$ cat config.mk
export PLATFORM = sky130hd
export DESIGN_NAME = motor_drive_guard
export DESIGN_NICKNAME = d
export VERILOG_FILES = /design/src/rtl/motor_drive_guard.sv
export SDC_FILE = /design/constraint.sdc
export NUM_CORES = 1
export LEC_CHECK = 0
export CORE_MARGIN = 1
export CORE_UTILIZATION = 55
export CTS_CLUSTER_SIZE = 24
export DETAILED_ROUTE_END_ITERATION = 12
export MAX_ROUTING_LAYER = met4
export PLACE_DENSITY = 0.84
export SYNTH_ARGS = -nofsm -noshare
export SYNTH_HDL_FRONTEND = slang
export SYNTH_SLANG_ARGS = --single-unit
export TNS_END_PERCENT = 50
$ cat constraint.sdc
create_clock -name clk_clk -period 2.7 [get_ports clk_clk]
set_input_delay 0.54 -clock clk_clk [delete_from_list [all_inputs] [get_ports clk_clk]]
set_output_delay 0.54 -clock clk_clk [all_outputs]
set_load 0.02 [all_outputs]
$ cat src/rtl/motor_drive_guard.sv
// motor_drive_guard: registered H-bridge drive with reversal dead-time and latched fault/brake.
// Ports:
//   clk_clk, reset_reset_n          clock, asynchronous active-low reset
//   l_/r_ in1_i, in2_i, pwm_i       per-channel direction/PWM command
//   estop_n_i                       asynchronous e-stop pin, low = stop
//   clear_fault_i                   fault clear request, rising edge acts
//   l_/r_ in1_o, in2_o, pwm_o       per-channel H-bridge drive
//   fault_o[1:0], dead_o[1:0]       per-channel fault latch / dead-time flag (bit0 = left)
//   guard_events_o[15:0]            DEAD+FAULT entry count, only with MOTOR_GUARD_EVENT_CNT_EN
module motor_drive_guard #(
  parameter int DEADTIME_CYC = 5000,
  parameter int PWM_MAX_HIGH = 2500000
) (
  input  logic        clk_clk,
  input  logic        reset_reset_n,
  input  logic        l_in1_i,
  input  logic        l_in2_i,
  input  logic        l_pwm_i,
  input  logic        r_in1_i,
  input  logic        r_in2_i,
  input  logic        r_pwm_i,
  input  logic        estop_n_i,
  input  logic        clear_fault_i,
  output logic        l_in1_o,
  output logic        l_in2_o,
  output logic        l_pwm_o,
  output logic        r_in1_o,
  output logic        r_in2_o,
  output logic        r_pwm_o,
  output logic [1:0]  fault_o,
  output logic [1:0]  dead_o
`ifdef MOTOR_GUARD_EVENT_CNT_EN
  ,output logic [15:0] guard_events_o
`endif
);
  localparam int DW = (DEADTIME_CYC > 1) ? $clog2(DEADTIME_CYC) : 1;
  localparam int SW = (PWM_MAX_HIGH > 0) ? $clog2(PWM_MAX_HIGH + 1) : 1;
  typedef enum logic [1:0] {RUN, DEAD, FAULT} st_t;
  logic [1:0] estop_sq, clr_sq;
  logic       clr_prev_q, estop_s, clr_edge;
  logic [2:0] cmd [2];
  logic [2:0] drv [2];
  logic [1:0] ent;
  // E-stop synchronizer resets to "released" so leaving reset does not fault the channels.
  always_ff @(posedge clk_clk or negedge reset_reset_n)
    if (!reset_reset_n) begin
      estop_sq   <= 2'b11;
      clr_sq     <= 2'b00;
      clr_prev_q <= 1'b0;
    end else begin
      estop_sq   <= {estop_sq[0], estop_n_i};
      clr_sq     <= {clr_sq[0], clear_fault_i};
      clr_prev_q <= clr_sq[1];
    end
  assign estop_s  = estop_sq[1];
  assign clr_edge = clr_sq[1] & ~clr_prev_q;
  assign cmd[0] = {l_in1_i, l_in2_i, l_pwm_i};
  assign cmd[1] = {r_in1_i, r_in2_i, r_pwm_i};
  for (genvar c = 0; c < 2; c++) begin : g_ch
    st_t            st_q, st_d;
    logic [2:0]     out_q, out_d;
    logic [DW-1:0]  dcnt_q, dcnt_d;
    logic [SW-1:0]  scnt_q, scnt_d;
    logic [1:0]     req;
    logic           pwm, rev, scnt_inc, stuck;
    always_ff @(posedge clk_clk or negedge reset_reset_n)
      if (!reset_reset_n) begin
        st_q   <= RUN;
        out_q  <= 3'b000;
        dcnt_q <= '0;
        scnt_q <= '0;
      end else begin
        st_q   <= st_d;
        out_q  <= out_d;
        dcnt_q <= dcnt_d;
        scnt_q <= scnt_d;
      end
    assign req      = cmd[c][2:1];
    assign pwm      = cmd[c][0];
    // Only a direct FWD<->REV swap of the driven direction needs coast time.
    assign rev      = (req == 2'b10 && out_q[2:1] == 2'b01) || (req == 2'b01 && out_q[2:1] == 2'b10);
    assign scnt_inc = (PWM_MAX_HIGH != 0) && pwm && (req == 2'b10 || req == 2'b01);
    assign stuck    = scnt_inc && (scnt_q == SW'(PWM_MAX_HIGH - 1));
    always_comb begin
      st_d   = st_q;
      out_d  = out_q;
      dcnt_d = '0;
      scnt_d = '0;
      if (!estop_s) begin
        st_d  = FAULT;
        out_d = 3'b110;
      end else if (st_q == RUN) begin
        if (stuck) begin
          st_d  = FAULT;
          out_d = 3'b110;
        end else if (rev) begin
          st_d   = DEAD;
          out_d  = 3'b000;
          dcnt_d = DW'(DEADTIME_CYC - 1);
        end else begin
          out_d  = cmd[c];
          scnt_d = !pwm ? '0 : scnt_inc ? scnt_q + SW'(1) : scnt_q;
        end
      end else if (st_q == DEAD) begin
        if (dcnt_q == '0) begin
          st_d  = RUN;
          out_d = cmd[c];
        end else dcnt_d = dcnt_q - DW'(1);
      end else if (clr_edge && req == 2'b00) begin
        st_d  = RUN;
        out_d = 3'b000;
      end
    end
    assign drv[c]     = out_q;
    assign dead_o[c]  = st_q == DEAD;
    assign fault_o[c] = st_q == FAULT;
    assign ent[c]     = (st_d != st_q) && (st_d != RUN);
  end
  assign {l_in1_o, l_in2_o, l_pwm_o} = drv[0];
  assign {r_in1_o, r_in2_o, r_pwm_o} = drv[1];
`ifdef MOTOR_GUARD_EVENT_CNT_EN
  logic [15:0] ev_q, ev_d;
  logic [16:0] ev_sum;
  assign ev_sum = {1'b0, ev_q} + 17'(ent[0]) + 17'(ent[1]);
  assign ev_d   = ev_sum[16] ? 16'hFFFF : ev_sum[15:0];
  always_ff @(posedge clk_clk or negedge reset_reset_n)
    if (!reset_reset_n) ev_q <= '0;
    else ev_q <= ev_d;
  assign guard_events_o = ev_q;
`else
  logic unused_ent;
  assign unused_ent = ^ent;
`endif
endmodule

==> results.py, run 1 <==
metrics = {
    "placed_design": {
        "dpl.hpwl_um": 7700,
        "finalWeightedCongestion": 0.912,
        "io_buffer_count": 19,
        "placed_area_um2": 5290,
    },
    "logic_synthesis": {
        "synthesis.nets": 540,
        "seq_area_frac_synth": 0.437,
        "yosys_warnings": 0,
        "synth-edff-count": 0,
        "synth_seq_cells": 85,
        "synthFlopType": "dfrtp_1",
        "synth_cells": 518,
        "yosysUniqueCellTypes": 59,
        "syn-cell-area_um2": 4870,
        "async_reset_ff_frac": 1.00,
        "syn_area_per_cell_um2": 9.40,
        "yosysTopAreaCell": "dfrtp_1",
        "synth_top_area_frac": 0.427,
        "yosys-top-cells-area": "dfrtp_1 (43%), xor2_1 (4.3%), nand4_1 (3.7%)",
    },
    "critical_path": {
        "path_class": "input port to flip-flop",
        "required_ns": 2.97,
        "r2r_start": "g_ch[0].dcnt_q[0]",
        "arrival_ns": 2.77,
        "rrSetupSlack_ns": 0.67,
        "reg2reg_to": "g_ch[0].out_q[1]",
        "cp-endpoint": "g_ch[1].scnt_q[21]",
        "r2r_cells": 6,
        "endpoint_kind": "flip-flop",
        "crit_path_start": "r_in1_i",
        "crit_fanout": 4,
        "start_kind": "input port",
    },
    "global_route": {
        "antenna_found_initial": 0,
        "grt_pass1_wl_um": 18000,
        "grt_pass1_vias": 3974,
        "grt_max_degree": 52,
        "track_usage": 0.260,
        "grt_overflow": 0,
    },
    "detailed_routing": {
        "drtIter0Drc": 272,
        "ant_nets": 0,
        "via_count": 4250,
        "viasPerCell": 6.48,
        "wl_per_cell_um": 16.5,
        "finalWirelength_um": 10800,
        "first_pass_iters": 4,
        "post-route-drc-count": 0,
    },
    "clocking": {
        "cts_resized": 0,
        "tritoncts": "done",
        "hold_buffers": 0,
        "clkLatencyLatePin_ns": 0.35,
        "post_cts_buffers": 0,
        "cts_max_level": 3,
        "clkTransAtPathRegs_ns": 0.08,
        "cts_buffer_depth": 2,
        "root_buffer": "clkbuf_8",
        "cts_num_sinks": 85,
        "numCtsBuffers": 9,
    },
    "cells_and_area": {
        "final_util": 0.651,
        "nFillCells": 645,
        "syn2layout_area_growth_pct": 12.0,
        "drive_gt1_frac": 0.0889,
        "finalNetCount": 571,
        "diodes": 0,
        "final_cell_mix": "dfrtp_1 (83), nor2_1 (39), nand2_1 (37), nand4_1 (29), xor2_1 (24)",
        "final_common_cell": "dfrtp_1",
        "final_area_um2": 5450,
    },
    "pwr": {
        "intPower_w": 0.00182,
        "p_comb_frac": 0.113,
        "p_per_area_nw_per_um2": 444,
        "irDropWorstVdd_uv": 239,
        "seq_power_share": 0.545,
        "power_switching_share": 0.249,
        "switchingPower_w": 0.000603,
        "power_leakage_nw": 2.25,
        "power.clock.fraction": 0.341,
        "power.total_w": 0.00242,
    },
    "die": {
        "dieHeight_um": 96.1,
        "dieArea_um2": 9230,
        "die_w_um": 96.1,
        "pin_count": 20,
        "rows": 33,
        "core-area_um2": 8380,
        "initial_core_util": 0.581,
    },
    "sta": {
        "fin_setup_tns_ns": 0,
        "fin_crit_sh": 0.924,
        "skew_ns": 0.0118,
        "setup_viol": 0,
        "worst_pin_slew_ns": 0.571,
        "min_period_ns": 2.49,
        "maxClockFrequency_mhz": 401,
        "holdWs_ns": 0.143,
        "finalHoldViolations": 0,
        "relSlewSlack": 0.619,
        "final-max-slew-violation-count": 0,
        "rsz0062_at_grt": "false",
    },
    "run_status": {
        "outcome": "finished, final reports clean",
    },
    "flow_run": {
        "drv_cap": 0,
    },
    "hold_path": {
        "min_path_type": "input port to async pin",
    },
}
-- sequential cells by signal, summed over array words and instances, names as in the netlist --
signal / cells
g_ch.out_q: 6
g_ch.dcnt_q: 26
estop_sq: 2
g_ch.st_q: 4
g_ch.scnt_q: 44
clr_prev_q: 1
clr_sq: 2
-- layout make-up --
class	instances	area, um^2	area share
clock buffer	10	128	0.0234
clock inverter	3	40.0	0.00734
inverter	17	63.8	0.0117
multi-input combinational	394	2580	0.472
sequential	85	2130	0.390
tap	105	131	0.0241
timing repair buffer	42	385	0.0707
-- Yosys cell counts (12+ instances only) --
cell	instances
dfrtp_1	83
nor2_1	39
nand2_1	37
nand4_1	29
xor2_1	24
nor3_1	23
a21oi_1	21
nand3_1	18
inv_1	16
nor4_1	16
o21ai_0	15
xnor2_1	15
clkbuf_1	13
or4_1	13
ha_1	12
o31ai_1	12
-- layer usage --
| layer | global-route usage | up-vias | part of all wire |
|---|---|---|---|
| met2 | 0.412 | 159 | 0.49 |
| met5 | - | - | 0 |
| met4 | 0.124 | 0 | 0.022 |
| li1 | - | 2011 | - |
| met3 | 0.0340 | 25 | 0.046 |
| met1 | 0.329 | 2055 | 0.44 |
-- cells by family (layout without fill, tap and decap cells) --
kind of cell / after synthesis / count (layout) / synth area share
AND/OR/NAND/NOR: 252 / 252 / 0.302
AO/OA/AOI/OAI: 87 / 87 / 0.117
flip-flops: 85 / 85 / 0.437
XOR/XNOR: 39 / 39 / 0.0702
buffers and inverters: 39 / 72 / 0.0334
adder cells (fa/ha/maj): 12 / 12 / 0.0308
multiplexers: 4 / 4 / 0.00848
-- worst max-delay path, stage by stage --
cell             delay, ns
clkdlybuf4s50_1       0.49
inv_1                 0.07
ha_1                  0.33
nand3_2               0.11
or4_1                 0.56
or4_1                 0.44
a211oi_2              0.23
-- worst min-delay path by stage --
stage                              from           endpoint  slack (ns)
final                     reset_reset_n  g_ch[1].dcnt_q[4]        0.14
after global routing      reset_reset_n    g_ch[0].st_q[0]        0.18
after CTS                 reset_reset_n  g_ch[0].dcnt_q[7]        0.15
after detailed placement      clr_sq[0]          clr_sq[1]        0.34
after global placement        clr_sq[0]          clr_sq[1]        0.33
after floorplan           reset_reset_n         clr_prev_q        0.24
-- metrics by stage --
stage / setup WS, ns / instances
2_1_floorplan: 0.387 / 518
6_report: 0.206 / 656
4_1_cts: 0.220 / 656
5_1_grt: 0.0986 / 656
3_3_place_gp: -0.0241 / 643
3_5_place_dp: -0.137 / 643
-- power groups by stage --
stage          Combinational, W  Sequential (W)  Clock [W]
2_1_floorplan          0.000162         0.00134          0
3_3_place_gp           0.000265         0.00134          0
3_5_place_dp           0.000273         0.00135          0
4_1_cts                0.000274         0.00132   0.000841
5_1_grt                0.000304         0.00133   0.000885
6_report               0.000274         0.00132   0.000828
No activity file was read; power rests on OpenSTA's default activity.
==> run 2: changes to the inputs <==
--- a/config.mk
+++ b/config.mk
@@ -11,6 +11,7 @@
 export DETAILED_ROUTE_END_ITERATION = 12
 export MAX_ROUTING_LAYER = met4
 export PLACE_DENSITY = 0.84
+export SLEW_MARGIN = 25
 export SYNTH_ARGS = -nofsm -noshare
 export SYNTH_HDL_FRONTEND = slang
 export SYNTH_SLANG_ARGS = --single-unit
==> constraint.sdc (replaced) <==
create_clock -name clk_clk -period 2.7 [get_ports clk_clk]
set_input_delay 0.54 -clock clk_clk [delete_from_list [all_inputs] [get_ports clk_clk]]
set_output_delay 0.54 -clock clk_clk [all_outputs]
set_load 0.01 [all_outputs]
==> results of run 2 <==
The final DEF is identical to that of run 1. Status: finished, final reports clean.
==> run 3: changes to the inputs <==
--- a/config.mk
+++ b/config.mk
@@ -5,9 +5,10 @@
 export SDC_FILE = /design/constraint.sdc
 export NUM_CORES = 1
 export LEC_CHECK = 0
+export ABC_CLOCK_PERIOD_IN_PS = 2700
 export CORE_MARGIN = 1
 export CORE_UTILIZATION = 55
-export CTS_CLUSTER_SIZE = 24
+export CTS_CLUSTER_SIZE = 12
 export DETAILED_ROUTE_END_ITERATION = 12
 export MAX_ROUTING_LAYER = met4
 export PLACE_DENSITY = 0.84
==> results of run 3 <==
The final DEF is identical to that of run 1. Status: finished, final reports clean.
